[src/rtl/gpio_input_conditioner_if.sv]
// Bundles the per-pin GPIO conditioner signals between the board pads and the SoC input path.
// The master side drives pad levels and software controls; the slave side is the conditioner.
interface gpio_input_conditioner_if #(
    parameter int GPIO_WIDTH = 3
);
    logic [GPIO_WIDTH-1:0] gpio_pin_in;
    logic [GPIO_WIDTH-1:0] rise_enable;
    logic [GPIO_WIDTH-1:0] fall_enable;
    logic [GPIO_WIDTH-1:0] clear_pending;
    logic [GPIO_WIDTH-1:0] gpio_stable;
    logic [GPIO_WIDTH-1:0] rise_pulse;
    logic [GPIO_WIDTH-1:0] fall_pulse;
    logic [GPIO_WIDTH-1:0] pending;
    logic                  irq;

    modport master (
        output gpio_pin_in, rise_enable, fall_enable, clear_pending,
        input  gpio_stable, rise_pulse, fall_pulse, pending, irq
    );

    modport slave (
        input  gpio_pin_in, rise_enable, fall_enable, clear_pending,
        output gpio_stable, rise_pulse, fall_pulse, pending, irq
    );
endinterface

[src/rtl/gpio_input_conditioner.sv]
// Per-pin synchroniser, debouncer and edge detector, with sticky edge events and a level interrupt.
// A pin's debounced level only changes after its synchronised value has disagreed for DEBOUNCE_CYCLES edges.
module gpio_input_conditioner #(
    parameter int GPIO_WIDTH      = 3,
    parameter int SYNC_STAGES     = 2,
    parameter int DEBOUNCE_CYCLES = 120000
) (
    input logic                      clock,
    input logic                      reset_n,
    gpio_input_conditioner_if.slave  bus
);
    localparam int CNT_W = $clog2(DEBOUNCE_CYCLES + 1);
    localparam logic [CNT_W-1:0] CNT_LAST = CNT_W'(DEBOUNCE_CYCLES - 1);

    logic [GPIO_WIDTH-1:0] stable_vec;
    logic [GPIO_WIDTH-1:0] rise_vec;
    logic [GPIO_WIDTH-1:0] fall_vec;
    logic [GPIO_WIDTH-1:0] pending_reg;
    logic [GPIO_WIDTH-1:0] pending_next;

    genvar gi;
    generate
        for (gi = 0; gi < GPIO_WIDTH; gi++) begin : g_pin
            logic [SYNC_STAGES-1:0] sync_reg;
            logic [CNT_W-1:0]       cnt_reg;
            logic                   stable_reg;
            logic                   rise_reg;
            logic                   fall_reg;
            logic                   sync_bit;

            assign sync_bit = sync_reg[SYNC_STAGES-1];

            always_ff @(posedge clock or negedge reset_n) begin
                if (!reset_n) begin
                    sync_reg <= '0;
                end else begin
                    sync_reg <= {sync_reg[SYNC_STAGES-2:0], bus.gpio_pin_in[gi]};
                end
            end

            // The counter only runs while the synchronised pin disagrees with the
            // accepted level; any agreement, however brief, restarts it.
            always_ff @(posedge clock or negedge reset_n) begin
                if (!reset_n) begin
                    cnt_reg    <= '0;
                    stable_reg <= 1'b0;
                    rise_reg   <= 1'b0;
                    fall_reg   <= 1'b0;
                end else begin
                    rise_reg <= 1'b0;
                    fall_reg <= 1'b0;
                    if (sync_bit != stable_reg) begin
                        if (cnt_reg == CNT_LAST) begin
                            cnt_reg    <= '0;
                            stable_reg <= sync_bit;
                            rise_reg   <= sync_bit;
                            fall_reg   <= ~sync_bit;
                        end else begin
                            cnt_reg <= cnt_reg + CNT_W'(1);
                        end
                    end else begin
                        cnt_reg <= '0;
                    end
                end
            end

            assign stable_vec[gi] = stable_reg;
            assign rise_vec[gi]   = rise_reg;
            assign fall_vec[gi]   = fall_reg;
        end
    endgenerate

    // A new event in the same cycle as its clear survives, so no edge is lost.
    always_comb begin
        pending_next = (pending_reg & ~bus.clear_pending)
                     | (rise_vec & bus.rise_enable)
                     | (fall_vec & bus.fall_enable);
    end

    always_ff @(posedge clock or negedge reset_n) begin
        if (!reset_n) begin
            pending_reg <= '0;
        end else begin
            pending_reg <= pending_next;
        end
    end

    assign bus.gpio_stable = stable_vec;
    assign bus.rise_pulse  = rise_vec;
    assign bus.fall_pulse  = fall_vec;
    assign bus.pending     = pending_reg;
    assign bus.irq         = |pending_reg;
endmodule
[src/flat_wrapper.sv]
// flat-port wrapper written by rule: the top's interface ports become plain ports
module gpio_input_conditioner_flat 
#(
    parameter int GPIO_WIDTH      = 3,
    parameter int SYNC_STAGES     = 2,
    parameter int DEBOUNCE_CYCLES = 120000
)
  (clock, reset_n, bus_gpio_pin_in, bus_rise_enable, bus_fall_enable, bus_clear_pending, bus_gpio_stable, bus_rise_pulse, bus_fall_pulse, bus_pending, bus_irq);
  gpio_input_conditioner_if #(.GPIO_WIDTH(GPIO_WIDTH)) bus_i ();
  input logic clock;
  input logic reset_n;
  input wire logic [$bits(bus_i.gpio_pin_in)-1:0] bus_gpio_pin_in;
  input wire logic [$bits(bus_i.rise_enable)-1:0] bus_rise_enable;
  input wire logic [$bits(bus_i.fall_enable)-1:0] bus_fall_enable;
  input wire logic [$bits(bus_i.clear_pending)-1:0] bus_clear_pending;
  output wire logic [$bits(bus_i.gpio_stable)-1:0] bus_gpio_stable;
  output wire logic [$bits(bus_i.rise_pulse)-1:0] bus_rise_pulse;
  output wire logic [$bits(bus_i.fall_pulse)-1:0] bus_fall_pulse;
  output wire logic [$bits(bus_i.pending)-1:0] bus_pending;
  output wire logic [$bits(bus_i.irq)-1:0] bus_irq;
  assign bus_i.gpio_pin_in = bus_gpio_pin_in;
  assign bus_i.rise_enable = bus_rise_enable;
  assign bus_i.fall_enable = bus_fall_enable;
  assign bus_i.clear_pending = bus_clear_pending;
  assign bus_gpio_stable = bus_i.gpio_stable;
  assign bus_rise_pulse = bus_i.rise_pulse;
  assign bus_fall_pulse = bus_i.fall_pulse;
  assign bus_pending = bus_i.pending;
  assign bus_irq = bus_i.irq;
  gpio_input_conditioner #(.GPIO_WIDTH(GPIO_WIDTH), .SYNC_STAGES(SYNC_STAGES), .DEBOUNCE_CYCLES(DEBOUNCE_CYCLES)) u_core (.clock(clock), .reset_n(reset_n), .bus(bus_i));
endmodule
[config.mk]
export PLATFORM = sky130hd
export DESIGN_NAME = gpio_input_conditioner_flat
export DESIGN_NICKNAME = d
export VERILOG_FILES = /design/src/rtl/gpio_input_conditioner_if.sv /design/src/rtl/gpio_input_conditioner.sv /design/src/flat_wrapper.sv
export SDC_FILE = /design/constraint.sdc
export NUM_CORES = 1
export LEC_CHECK = 0
export ABC_AREA = 1
export CAP_MARGIN = 20
export CORE_MARGIN = 2
export CORE_UTILIZATION = 63
export DETAILED_ROUTE_END_ITERATION = 8
export PLACE_DENSITY = 0.95
export REMOVE_ABC_BUFFERS = 1
export SLEW_MARGIN = 5
export SYNTH_ARGS = -nofsm -noshare
export SYNTH_HDL_FRONTEND = slang
export SYNTH_SLANG_ARGS = --single-unit
[constraint.sdc]
create_clock -name clock -period 3.78 [get_ports clock]
set_input_delay 1.134 -clock clock [delete_from_list [all_inputs] [get_ports clock]]
set_output_delay 1.134 -clock clock [all_outputs]
set_load 0.01 [all_outputs]
* Yosys cells after proc, flatten, opt, wreduce, memory -nomap -nowiden
Cells that the tools add are included.
** Operators by class
- Bitwise logic cells :: 9
- Reductions and logical operators :: 4
- Mux-type cells :: 18
- $add $sub $neg :: 3
- Equal/unequal tests :: 6
** Operators by type and width (count)
- $mux 17 :: 6
- $add 17x1->17 const B :: 3
- $eq 17x17->1 const B :: 3
- $mux 1 :: 12
- $and 3x3->3 :: 3
- $or 3x3->3 :: 2
- $reduce_and 2->1 :: 3
- $ne 1x1->1 :: 3
- $not 1->1 :: 3
- $not 3->3 :: 1
- $reduce_or 3->1 :: 1
** Storage, ports and cells
- Word-level logic and storage cells :: 56
- Bits in registers :: 69
- Input port bits :: 14
- Output and inout bits :: 13

* Longest topological paths before layout
Gate-level depths: netlist of run 1.
- Word-level depth :: 4
- Mapped depth :: 9
- Mapped depth without buffers :: 9

* Worst setup path before layout of run 1
OpenSTA, ideal clock, no wires.
- Kind :: register to output
- From :: register u_core.pending_reg[2], in the netlist u_core.bus.pending[2]
- To :: output port bus_irq
- Path slack :: 2.061 ns
- Required time :: 2.646 ns
- Path buffers :: 0
- Arrival time :: 0.585 ns
- Cell stages (with the launch flop) :: 3
- Cells stage by stage :: dfrtp_1 inv_1 nand3_1
** Between the ends
- Word-level cells in the longest chain between the ends :: 1
** Ends and longest elaborated chain
- start: declaration :: RTL line gpio_input_conditioner.sv:18 : logic [GPIO_WIDTH-1:0] pending_reg;
- start signal: assignment :: RTL line gpio_input_conditioner.sv:84 : pending_reg <= pending_next;
- $reduce_or 3->1 :: RTL line gpio_input_conditioner.sv:92 : assign bus.irq = |pending_reg;
- end: declaration :: RTL line flat_wrapper.sv:20 : output wire logic [$bits(bus_i.irq)-1:0] bus_irq;
No other way between the ends.

* Final worst setup path of run 1
Ends and elaborated chain as after synthesis.

==> results of run 1 <==
==> worst max-delay path, stage by stage (launching register included) <==
cell and delay, ns:
dfrtp_1 0.35, inv_1 0.06, nand3_1 0.07, clkdlybuf4s50_1 0.53
==> through the flow <==
step / instance area [um2] / util [%] / cells / hold slack (ns)
2_1_floorplan: 3532 / - / 438 / 0.3312
5_1_grt: 4063 / 73.33 / 552 / 0.3609
3_5_place_dp: 3885 / 70.12 / 537 / 0.3426
4_1_cts: 4063 / 73.33 / 552 / 0.3583
3_3_place_gp: 3885 / 70.12 / 537 / 0.3336
6_report: 4063 / 73.33 / 552 / 0.3542
==> worst max-delay path by stage <==
stage | end | slack [ns] | depth (start not counted)
global route | bus_irq | 1.24 | 3
finish | bus_irq | 1.29 | 3
floorplan | bus_irq | 2.06 | 2
global placement | bus_irq | 1.68 | 3
detailed placement | bus_irq | 1.66 | 3
CTS | bus_irq | 1.28 | 3
==> power by group <==
part,switching (mW),internal (mW)
sequential,0.0103,0.749
combinational,0.0356,0.0211
clock,0.259,0.288
==> logic make-up (layout without fill, tap and decap cells) <==
family,count (synthesis),in the layout,synth area share (%)
adder cells (fa/ha/maj),3,3,1.037
XOR/XNOR,21,21,5.083
flip-flops,69,69,47.72
AND/OR/NAND/NOR,271,271,34.92
AO/OA/AOI/OAI,17,17,2.905
buffers and inverters,68,99,8.333
==> layout make-up <==
| class | count | area share [%] |
|---|---|---|
| inverter | 57 | 5.297 |
| sequential | 69 | 42.50 |
| timing repair buffer | 27 | 6.468 |
| tap | 72 | 2.217 |
| clock buffer | 14 | 4.250 |
| multi-input combinational | 312 | 39.14 |
| clock inverter | 1 | 0.1232 |
==> per-layer routing <==
| layer | wire [um] | GRT usage, % | up-vias |
|---|---|---|---|
| li1 | - | - | 1441 |
| met1 | 3076 | 34.19 | 1391 |
| met2 | 3661 | 43.61 | 143 |
| met3 | 462 | 3.620 | 29 |
| met4 | 219 | 12.20 | 0 |
| met5 | 0 | 0 | - |
==> cells in the final DEF, fill, tap and decap left out, drive strengths merged <==
cell type        n
nand4            7
dfrtp           69
nor3b            2
o21ai            7
ha               3
clkdlybuf4s50   25
nand3b           1
a21oi            2
o211ai           3
clkinv           2
nand3           35
xnor2            5
xor2            16
o21bai           4
inv             56
nor3            12
buf              2
clkbuf          14
and2             2
nor2           106
nand2          106
a21o             1
==> key figures, run 1 <==
Die
  • Die area: 0.006366 mm2
  • Core box area: 0.005540 mm2
  • Io pins: 27
  • Initial Utilization: 65.31%
  • DIE HEIGHT: 79.79 um
  • Die W: 79.79 um
  • Rows: 27

Routing
  • DR vias/cell: 5.442
  • WL final: 7.419 mm
  • Drt drc: 0
  • Vias: 3004
  • DRT iter0 DRCs: 329
  • Pre-Repair DR Iteration Count: 5
  • Routed length per instance: 13.44 um
  • Antenna Nets Post-Route: 0

Flow run
  • Max-cap violations: 0

Layout
  • Register area: 0.001727 mm2
  • Ant diodes: 0
  • Area of the multi-input gates: 0.001590 mm2
  • Fillers: 375
  • Proportion of layout cells with a drive suffix above 1: 11.46%
  • Largest register FFs: 51
  • Nets: 493
  • Area grow syn2layout: 12.28%

STA
  • Final setup vio count: 0
  • Maximum clock frequency: 402.4 MHz
  • Slew Viols, Final: 0
  • Slew @ Worst Pin: 0.8287 ns
  • RSZ-0062 raised after global routing: false
  • Final Cycle Share: 65.75%
  • Setup ws final: 1.295 ns
  • Clock Skews: 0.008655 ns
  • Min cycle time layout: 2.485 ns
  • Hold Fails Final Rpt: 0
  • Setup TNS: 0 ns
  • Max-slew headroom: 44.75%

Setup path
  • Worst r2r src: u_core.g_pin[1].stable_reg$_DFFE_PN0P_
  • Critical path class: flop to output pin
  • Reg-to-reg endpoint: u_core.g_pin[1].cnt_reg[10]$_DFF_PN0_
  • Reg2Reg Depth: 6
  • Req. time, crit path: 2.65 ns
  • Crit start category: flop
  • Critical path startpoint: u_core.bus.pending[2]$_DFF_PN0_
  • Crit path max fanout: 2
  • Worst setup EP type: output pin
  • Worst EP arrival: 1.35 ns
  • R2r setup slk: 2.14 ns

Clock tree
  • CTS sink cnt: 69
  • Postcts setup bufs: 0
  • CTS tree: done
  • Worst-path clk slew: 0.07 ns
  • # H-tree levels: 3
  • CTS resizes: 0
  • Clock tree buffer depth: 2
  • Hold Buf Count CTS: 0
  • TritonCTS Buffers: 9
  • CTS Root Buffer Type: clkbuf_8
  • Clk Latency, worst-skew pair: 0.35 ns

Synthesis
  • Syn Std Cell Area: 0.003618 mm2
  • Syn. warnings: 0
  • Leading post-synthesis cells by cell area: dfrtp_1 48%, nand2_1 10%, nor2_1 8.9%
  • Post-synth EDFFs: 0
  • Most frequent cells after synthesis: 98 x nand2_1, 86 x nor2_1, 69 x dfrtp_1, 54 x inv_1, 29 x nand3_1
  • Synth Register Bits: 69
  • Yosys top cell by area: dfrtp_1
  • Ys async rst share: 100.0%
  • Post-synth top area share: 47.72%
  • Syn avg cell area: 8.059 um2
  • Unique masters post-synth: 32
  • Dominant synthesized flop cell: dfrtp_1
  • Seq/Total Area, Yosys: 47.72%
  • Most common cell in the synthesized netlist: nand2_1
  • Gate Count Post-Synth: 449

GRT
  • First-pass GRT wire length: 12.90 mm
  • Global route overflow: 0
  • Total track usage: 26.23%
  • Initial antenna violation count: 0
  • Largest net degree at the start of global routing: 70
  • Vias in the first global route: 2879

Min path
  • Hold Path Class: flop to flop
  • Hold_sp: u_core.g_pin[2].sync_reg[0]$_DFF_PN0_
  • Worst Hold Path Cells: 0
  • Hold Path Sink: u_core.g_pin[2].sync_reg[1]$_DFF_PN0_

Placement
  • Final HPWL DP: 5.183 mm
  • Pre-CTS setup slack: 1.661 ns
  • Port Buf Inserts: 26
  • GPL Wtd Cong: 0.9479

Pwr
  • Overall Power: 1.363 mW
  • Pwr dens: 335.6 mW/mm2
  • Peak supply drop: 0.1946 mV
  • Leak: 1.782 nW

Status
  • Status: finished, final reports clean
Note: power is estimated with default switching activity, not from simulation.
==> run 2: changes to the inputs <==
- CORE_UTILIZATION: 63 -> 58
- PLACE_DENSITY: 0.95 -> 0.89
- clock period: 3.78 -> 2.58 ns (I/O delays scaled with it)
==> run 2 against run 1 <==
Compared with the run above: clock skew up 0.0014 ns; sequential cell count unchanged; core utilization down 5.7 points; global-route usage down 3.2 points; wire length down 3.8%; final cell count up 0.18%; register-to-register slack worse by 1.2 ns; via count down 2.2%; sequential power up 46%; design area down 0.22%; sequential share of layout area up 0.092 points; largest power group unchanged.
==> key figures, run 2 (synthesized netlist as in run 1, its figures left out) <==
Status
  • Status: finished, final reports clean (unchanged)

Flow run
  • Max-cap violations: 0 (unchanged)

GRT
  • Largest net degree at the start of global routing: 70 (unchanged)
  • First-pass GRT wire length: 12.90 mm (unchanged)
  • Vias in the first global route: 2980 (was 2879)
  • Initial antenna violation count: 0 (unchanged)
  • Global route overflow: 0 (unchanged)
  • Total track usage: 23.03% (was 26.23%)

Layout
  • Proportion of layout cells with a drive suffix above 1: 11.51% (was 11.46%)
  • Register area: 0.001727 mm2 (unchanged)
  • Nets: 493 (unchanged)
  • Largest register FFs: 51 (unchanged)
  • Most frequent cells in the layout: 98 x nand2_1, 86 x nor2_1, 69 x dfrtp_1 (unchanged)
  • Fin util: 67.67% (was 73.33%)
  • Number of non-filler instances in the completed layout: 553 (was 552)
  • Ant diodes: 0 (unchanged)
  • Area of the multi-input gates: 0.001590 mm2 (unchanged)
  • Area grow syn2layout: 12.03% (was 12.28%)
  • Fillers: 455 (was 375)
  • Commonest non-fill, non-tap cell in the layout: nand2_1 (unchanged)

Placement
  • Port Buf Inserts: 26 (unchanged)
  • GPL Wtd Cong: 0.9102 (was 0.9479)
  • Final HPWL DP: 5.222 mm (was 5.183 mm)
  • Placed Cells: 540 (was 537)

STA
  • Min cycle time layout: 2.159 ns
  • Slew Viols, Final: 0 (unchanged)
  • WHS: 0.3509 ns (was 0.3542 ns)
  • Hold Fails Final Rpt: 0 (unchanged)
  • Clock Skews: 0.01002 ns (was 0.008655 ns)
  • Setup TNS: 0 ns (unchanged)
  • Max-slew headroom: 64.32% (was 44.75%)
  • Final Cycle Share: 83.69%
  • RSZ-0062 raised after global routing: false (unchanged)
  • Maximum clock frequency: 463.1 MHz
  • Slew @ Worst Pin: 0.5333 ns (was 0.8287 ns)
  • Final setup vio count: 0 (unchanged)

Setup path
  • Reg-to-reg endpoint: u_core.g_pin[0].cnt_reg[16]$_DFF_PN0_ (was u_core.g_pin[1].cnt_reg[10]$_DFF_PN0_)
  • Worst EP arrival: 1.39 ns (was 1.35 ns)
  • Reg2Reg Depth: 6 (unchanged)
  • Critical path class: flop to output pin (unchanged)
  • Crit start category: flop (unchanged)
  • Worst setup EP type: output pin (unchanged)
  • Crit path max fanout: 2 (unchanged)
  • Worst r2r src: u_core.g_pin[0].stable_reg$_DFFE_PN0P_ (was u_core.g_pin[1].stable_reg$_DFFE_PN0P_)
  • R2r setup slk: 0.97 ns (was 2.14 ns)
  • Req. time, crit path: 1.81 ns (was 2.65 ns)

Routing
  • Antenna Nets Post-Route: 0 (unchanged)
  • DRT iter0 DRCs: 196 (was 329)
  • Pre-Repair DR Iteration Count: 4 (was 5)
  • Drt drc: 0 (unchanged)
  • Vias: 2937 (was 3004)
  • WL final: 7.139 mm (was 7.419 mm)
  • Routed length per instance: 12.91 um (was 13.44 um)
  • DR vias/cell: 5.311 (was 5.442)

Clock tree
  • CTS resizes: 0 (unchanged)
  • TritonCTS Buffers: 9 (unchanged)
  • # H-tree levels: 3 (unchanged)
  • CTS Root Buffer Type: clkbuf_8 (unchanged)
  • Clock tree buffer depth: 2 (unchanged)
  • CTS sink cnt: 69 (unchanged)
  • Postcts setup bufs: 0 (unchanged)
  • Clk Latency, worst-skew pair: 0.34 ns (was 0.35 ns)
  • Worst-path clk slew: 0.07 ns (about the same)
  • CTS tree: done (unchanged)
  • Hold Buf Count CTS: 0 (unchanged)

Min path
  • Worst Hold Path Cells: 0 (unchanged)
  • Hold Path Sink: u_core.g_pin[1].sync_reg[1]$_DFF_PN0_ (was u_core.g_pin[2].sync_reg[1]$_DFF_PN0_)
  • Hold_sp: u_core.g_pin[1].sync_reg[0]$_DFF_PN0_ (was u_core.g_pin[2].sync_reg[0]$_DFF_PN0_)
  • Hold Path Class: flop to flop (unchanged)

Die
  • Io pins: 27 (unchanged)
  • Die area: 0.006887 mm2 (was 0.006366 mm2)
  • DIE HEIGHT: 82.99 um (was 79.79 um)
  • Core box area: 0.005991 mm2 (was 0.005540 mm2)
  • Rows: 28 (was 27)
  • Initial Utilization: 60.40% (was 65.31%)
  • Die W: 82.99 um (was 79.79 um)

Pwr
  • Leak: 1.778 nW (was 1.782 nW)
  • Pwr dens: 472.5 mW/mm2 (was 335.6 mW/mm2)
  • Overall Power: 1.916 mW (was 1.363 mW)
  • Peak supply drop: 0.3447 mV (was 0.1946 mV)
-- run 2: critical path: stages (launching register included) --
cell and delay (ns):
dfrtp_1 0.36, inv_1 0.07, nand3_1 0.08, clkdlybuf4s50_1 0.53
-- run 2: how the worst max path moves through the flow --
stage	from	endpoint	slack (ns)	cells past startpoint
after global placement	u_core.bus.pending[0]$_DFF_PN0_	bus_irq	0.85	3
final	u_core.bus.pending[2]$_DFF_PN0_	bus_irq	0.42	3
after floorplan	u_core.g_pin[2].cnt_reg[0]$_DFF_PN0_	u_core.g_pin[2].cnt_reg[16]$_DFF_PN0_	1.22	6
after CTS	u_core.bus.pending[2]$_DFF_PN0_	bus_irq	0.39	3
after global routing	u_core.bus.pending[0]$_DFF_PN0_	bus_irq	0.34	3
after detailed placement	u_core.bus.pending[2]$_DFF_PN0_	bus_irq	0.76	3
-- run 2: per-stage QoR --
stage	instance area, um2	setup WS (ns)
after floorplan	3532	1.219
after global placement	3901	0.8476
after detailed placement	3901	0.7568
after CTS	4054	0.3876
after global routing	4054	0.3413
final	4054	0.4208
-- run 2: report_power, final --
part / switching [mW] / internal [mW] / total [mW]
Sequential: 0.0152 / 1.10 / 1.11
Clock: 0.364 / 0.353 / 0.717
Combinational: 0.0525 / 0.0328 / 0.0853
Total: 0.432 / 1.48 / 1.92
-- run 2: layer usage --
metal	track usage (%)	vias up	share of wire, %
li1	-	1437	-
met1	26.56	1398	43
met2	39.81	87	50
met3	6.958	15	5.2
met4	9.538	0	2.0
met5	0	-	0
-- run 2: area by class of cell --
type                    instances  share of cell area [%]
inverters                      57                   5.309
clock inverters                 3                  0.3704
repair buffers                 27                   6.790
well taps                      75                   2.315
multi-input cells             312                   39.23
clock buffers                  10                   3.395
flip-flops and latches         69                   42.59
==> run 3: changes to the inputs <==
- clock period: 2.58 -> 2.2 ns (I/O delays scaled with it)
==> run 3 against run 2 <==
Compared with the run above: wire length decreased by 2.4%; sequential power up 17%; worst hold slack got worse by 0.11 ns; first-iteration DRC count increased by 36%; design area is 1.1% higher; clock-buffer cell count is the same; sequential cell count did not move; power rose by 21%; clock skew grew 0.00073 ns; critical endpoint unchanged; largest cell class unchanged; highest routed layer unchanged.
==> key figures, run 3 (synthesized netlist as in run 1, its figures left out) <==
Layout
  • Most frequent cells in the layout: 98 x nand2_1, 86 x nor2_1, 69 x dfrtp_1 (unchanged)
  • Commonest non-fill, non-tap cell in the layout: nand2_1 (unchanged)
  • Fin util: 68.44% (was 67.67%)
  • Nets: 496 (was 493)
  • Largest register FFs: 51 (unchanged)
  • Area grow syn2layout: 13.31% (was 12.03%)
  • Ant diodes: 0 (unchanged)
  • Proportion of layout cells with a drive suffix above 1: 12.60% (was 11.51%)

Clock tree
  • Hold Buf Count CTS: 0 (unchanged)
  • # H-tree levels: 3 (unchanged)
  • Clock tree buffer depth: 2 (unchanged)
  • CTS sink cnt: 69 (unchanged)
  • Postcts setup bufs: 0 (unchanged)
  • Worst-path clk slew: 0.08 ns (was 0.07 ns)
  • CTS tree: done (unchanged)
  • Clk Latency, worst-skew pair: 0.35 ns (was 0.34 ns)
  • TritonCTS Buffers: 9 (unchanged)
  • CTS resizes: 0 (unchanged)
  • CTS Root Buffer Type: clkbuf_8 (unchanged)

GRT
  • First-pass GRT wire length: 12.14 mm (was 12.90 mm)
  • Initial antenna violation count: 0 (unchanged)
  • Total track usage: 21.53% (was 23.03%)
  • Global route overflow: 0 (unchanged)
  • Largest net degree at the start of global routing: 42 (was 70)
  • Vias in the first global route: 2875 (was 2980)

Pwr
  • Switching power of the nets: 0.5519 mW (was 0.4316 mW)
  • Flop pwr share: 56.3% (was 58.1%)
  • Peak supply drop: 0.4420 mV (was 0.3447 mV)
  • Leak: 1.796 nW (was 1.778 nW)
  • Clock power frac: 39.1% (was 37.4%)
  • Int Power: 1.763 mW (was 1.484 mW)
  • Pwr dens: 564.6 mW/mm2 (was 472.5 mW/mm2)
  • Switch share: 23.84% (was 22.53%)
  • Comb power frac: 4.5% (about the same)
  • Overall Power: 2.315 mW (was 1.916 mW)

STA
  • RSZ-0062 raised after global routing: false (unchanged)
  • Clock Skews: 0.01075 ns (was 0.01002 ns)
  • Slew Viols, Final: 0 (unchanged)
  • Final setup vio count: 0 (unchanged)
  • Max-slew headroom: 68.42% (was 64.32%)
  • Final Cycle Share: 91.22%
  • Maximum clock frequency: 498.3 MHz
  • Slew @ Worst Pin: 0.4719 ns (was 0.5333 ns)
  • Setup TNS: 0 ns (unchanged)
  • Hold Fails Final Rpt: 0 (unchanged)
  • Min cycle time layout: 2.007 ns

Die
  • DIE HEIGHT: 82.99 um (unchanged)
  • Die W: 82.99 um (unchanged)
  • Initial Utilization: 60.40% (unchanged)
  • Die area: 0.006887 mm2 (unchanged)
  • Core box area: 0.005991 mm2 (unchanged)
  • Rows: 28 (unchanged)
  • Io pins: 27 (unchanged)

Routing
  • Pre-Repair DR Iteration Count: 5 (was 4)
  • Routed length per instance: 12.47 um (was 12.91 um)
  • WL final: 6.971 mm (was 7.139 mm)
  • Vias: 2921 (was 2937)
  • DRT iter0 DRCs: 267 (was 196)
  • Drt drc: 0 (unchanged)
  • Antenna Nets Post-Route: 0 (unchanged)
  • DR vias/cell: 5.225 (was 5.311)

Setup path
  • Worst setup EP type: output pin (unchanged)
  • Reg2Reg Depth: 6 (unchanged)
  • Worst EP arrival: 1.35 ns (was 1.39 ns)
  • Req. time, crit path: 1.54 ns (was 1.81 ns)
  • Reg-to-reg endpoint: u_core.g_pin[2].cnt_reg[16]$_DFF_PN0_ (was u_core.g_pin[0].cnt_reg[16]$_DFF_PN0_)
  • Critical path class: flop to output pin (unchanged)
  • Crit start category: flop (unchanged)
  • Crit path max fanout: 2 (unchanged)
  • R2r setup slk: 0.64 ns (was 0.97 ns)
  • Worst r2r src: u_core.g_pin[2].cnt_reg[0]$_DFF_PN0_ (was u_core.g_pin[0].stable_reg$_DFFE_PN0P_)

Status
  • Status: finished, final reports clean (unchanged)

Flow run
  • Max-cap violations: 0 (unchanged)

Placement
  • GPL Wtd Cong: 0.8885 (was 0.9102)
  • Final HPWL DP: 5.226 mm (was 5.222 mm)
  • Port Buf Inserts: 26 (unchanged)

Min path
  • Hold Path Class: input port to async pin (was flop to flop)
==> run 3: cell count changes in the layout (fill, tap and decap cells not counted) <==
| cell | change |
|---|---|
| buf_4 | +3 |
| clkinv_4 | +1 |
| clkinvlp_4 | +2 |
==> run 3: layout make-up <==
cell class / instances / area [um2]
Fill cell: 439 / 1891
Inverter: 57 / 215.2
Timing Repair Buffer: 30 / 297.8
Clock inverter: 6 / 38.79
Sequential cell: 69 / 1727
Clock buffer: 10 / 137.6
Tap cell: 75 / 93.84
Multi-Input combinational cell: 312 / 1590
==> run 3: stage by stage <==
step / setup WS (ns) / instances / hold WS (ns) / instance area (um2)
floorplan: 0.8385 / 438 / 0.3312 / 3532
global placement: 0.5797 / 543 / 0.3346 / 3924
detailed placement: 0.5508 / 543 / 0.3357 / 3924
CTS: 0.1679 / 559 / 0.2411 / 4100
global route: 0.09525 / 559 / 0.2559 / 4100
finish: 0.1931 / 559 / 0.2407 / 4100
==> run 3: critical path, cell delays in order, from the launching register on <==
cell and delay [ns]:
dfrtp_1 0.35, inv_1 0.05, nand3_1 0.07, clkdlybuf4s50_1 0.53
==> run 3: worst max path at each step <==
stage,from,to,cells past startpoint
3_5_place_dp,u_core.bus.pending[0]$_DFF_PN0_,bus_irq,3
5_1_grt,u_core.bus.pending[0]$_DFF_PN0_,bus_irq,3
6_report,u_core.bus.pending[0]$_DFF_PN0_,bus_irq,3
4_1_cts,u_core.bus.pending[0]$_DFF_PN0_,bus_irq,3
2_1_floorplan,u_core.g_pin[2].cnt_reg[0]$_DFF_PN0_,u_core.g_pin[2].cnt_reg[16]$_DFF_PN0_,6
3_3_place_gp,u_core.bus.pending[0]$_DFF_PN0_,bus_irq,3
==> run 3: routing by layer <==
| layer | wire, um | share of wire, % | global-route usage, % |
|---|---|---|---|
| met5 | 0 | 0 | 0 |
| met4 | 89 | 1.3 | 7.154 |
| met3 | 398 | 5.7 | 6.262 |
| met2 | 3429 | 49 | 37.10 |
| met1 | 3053 | 44 | 25.89 |
==> run 3: power groups by stage <==
| stage | Combinational [mW] | Sequential [mW] | Clock, mW |
|---|---|---|---|
| after floorplan | 0.0403 | 1.32 | 0 |
| after global placement | 0.104 | 1.33 | 0 |
| after detailed placement | 0.108 | 1.33 | 0 |
| after CTS | 0.108 | 1.30 | 0.928 |
| after global routing | 0.119 | 1.31 | 0.985 |
| final | 0.105 | 1.30 | 0.906 |
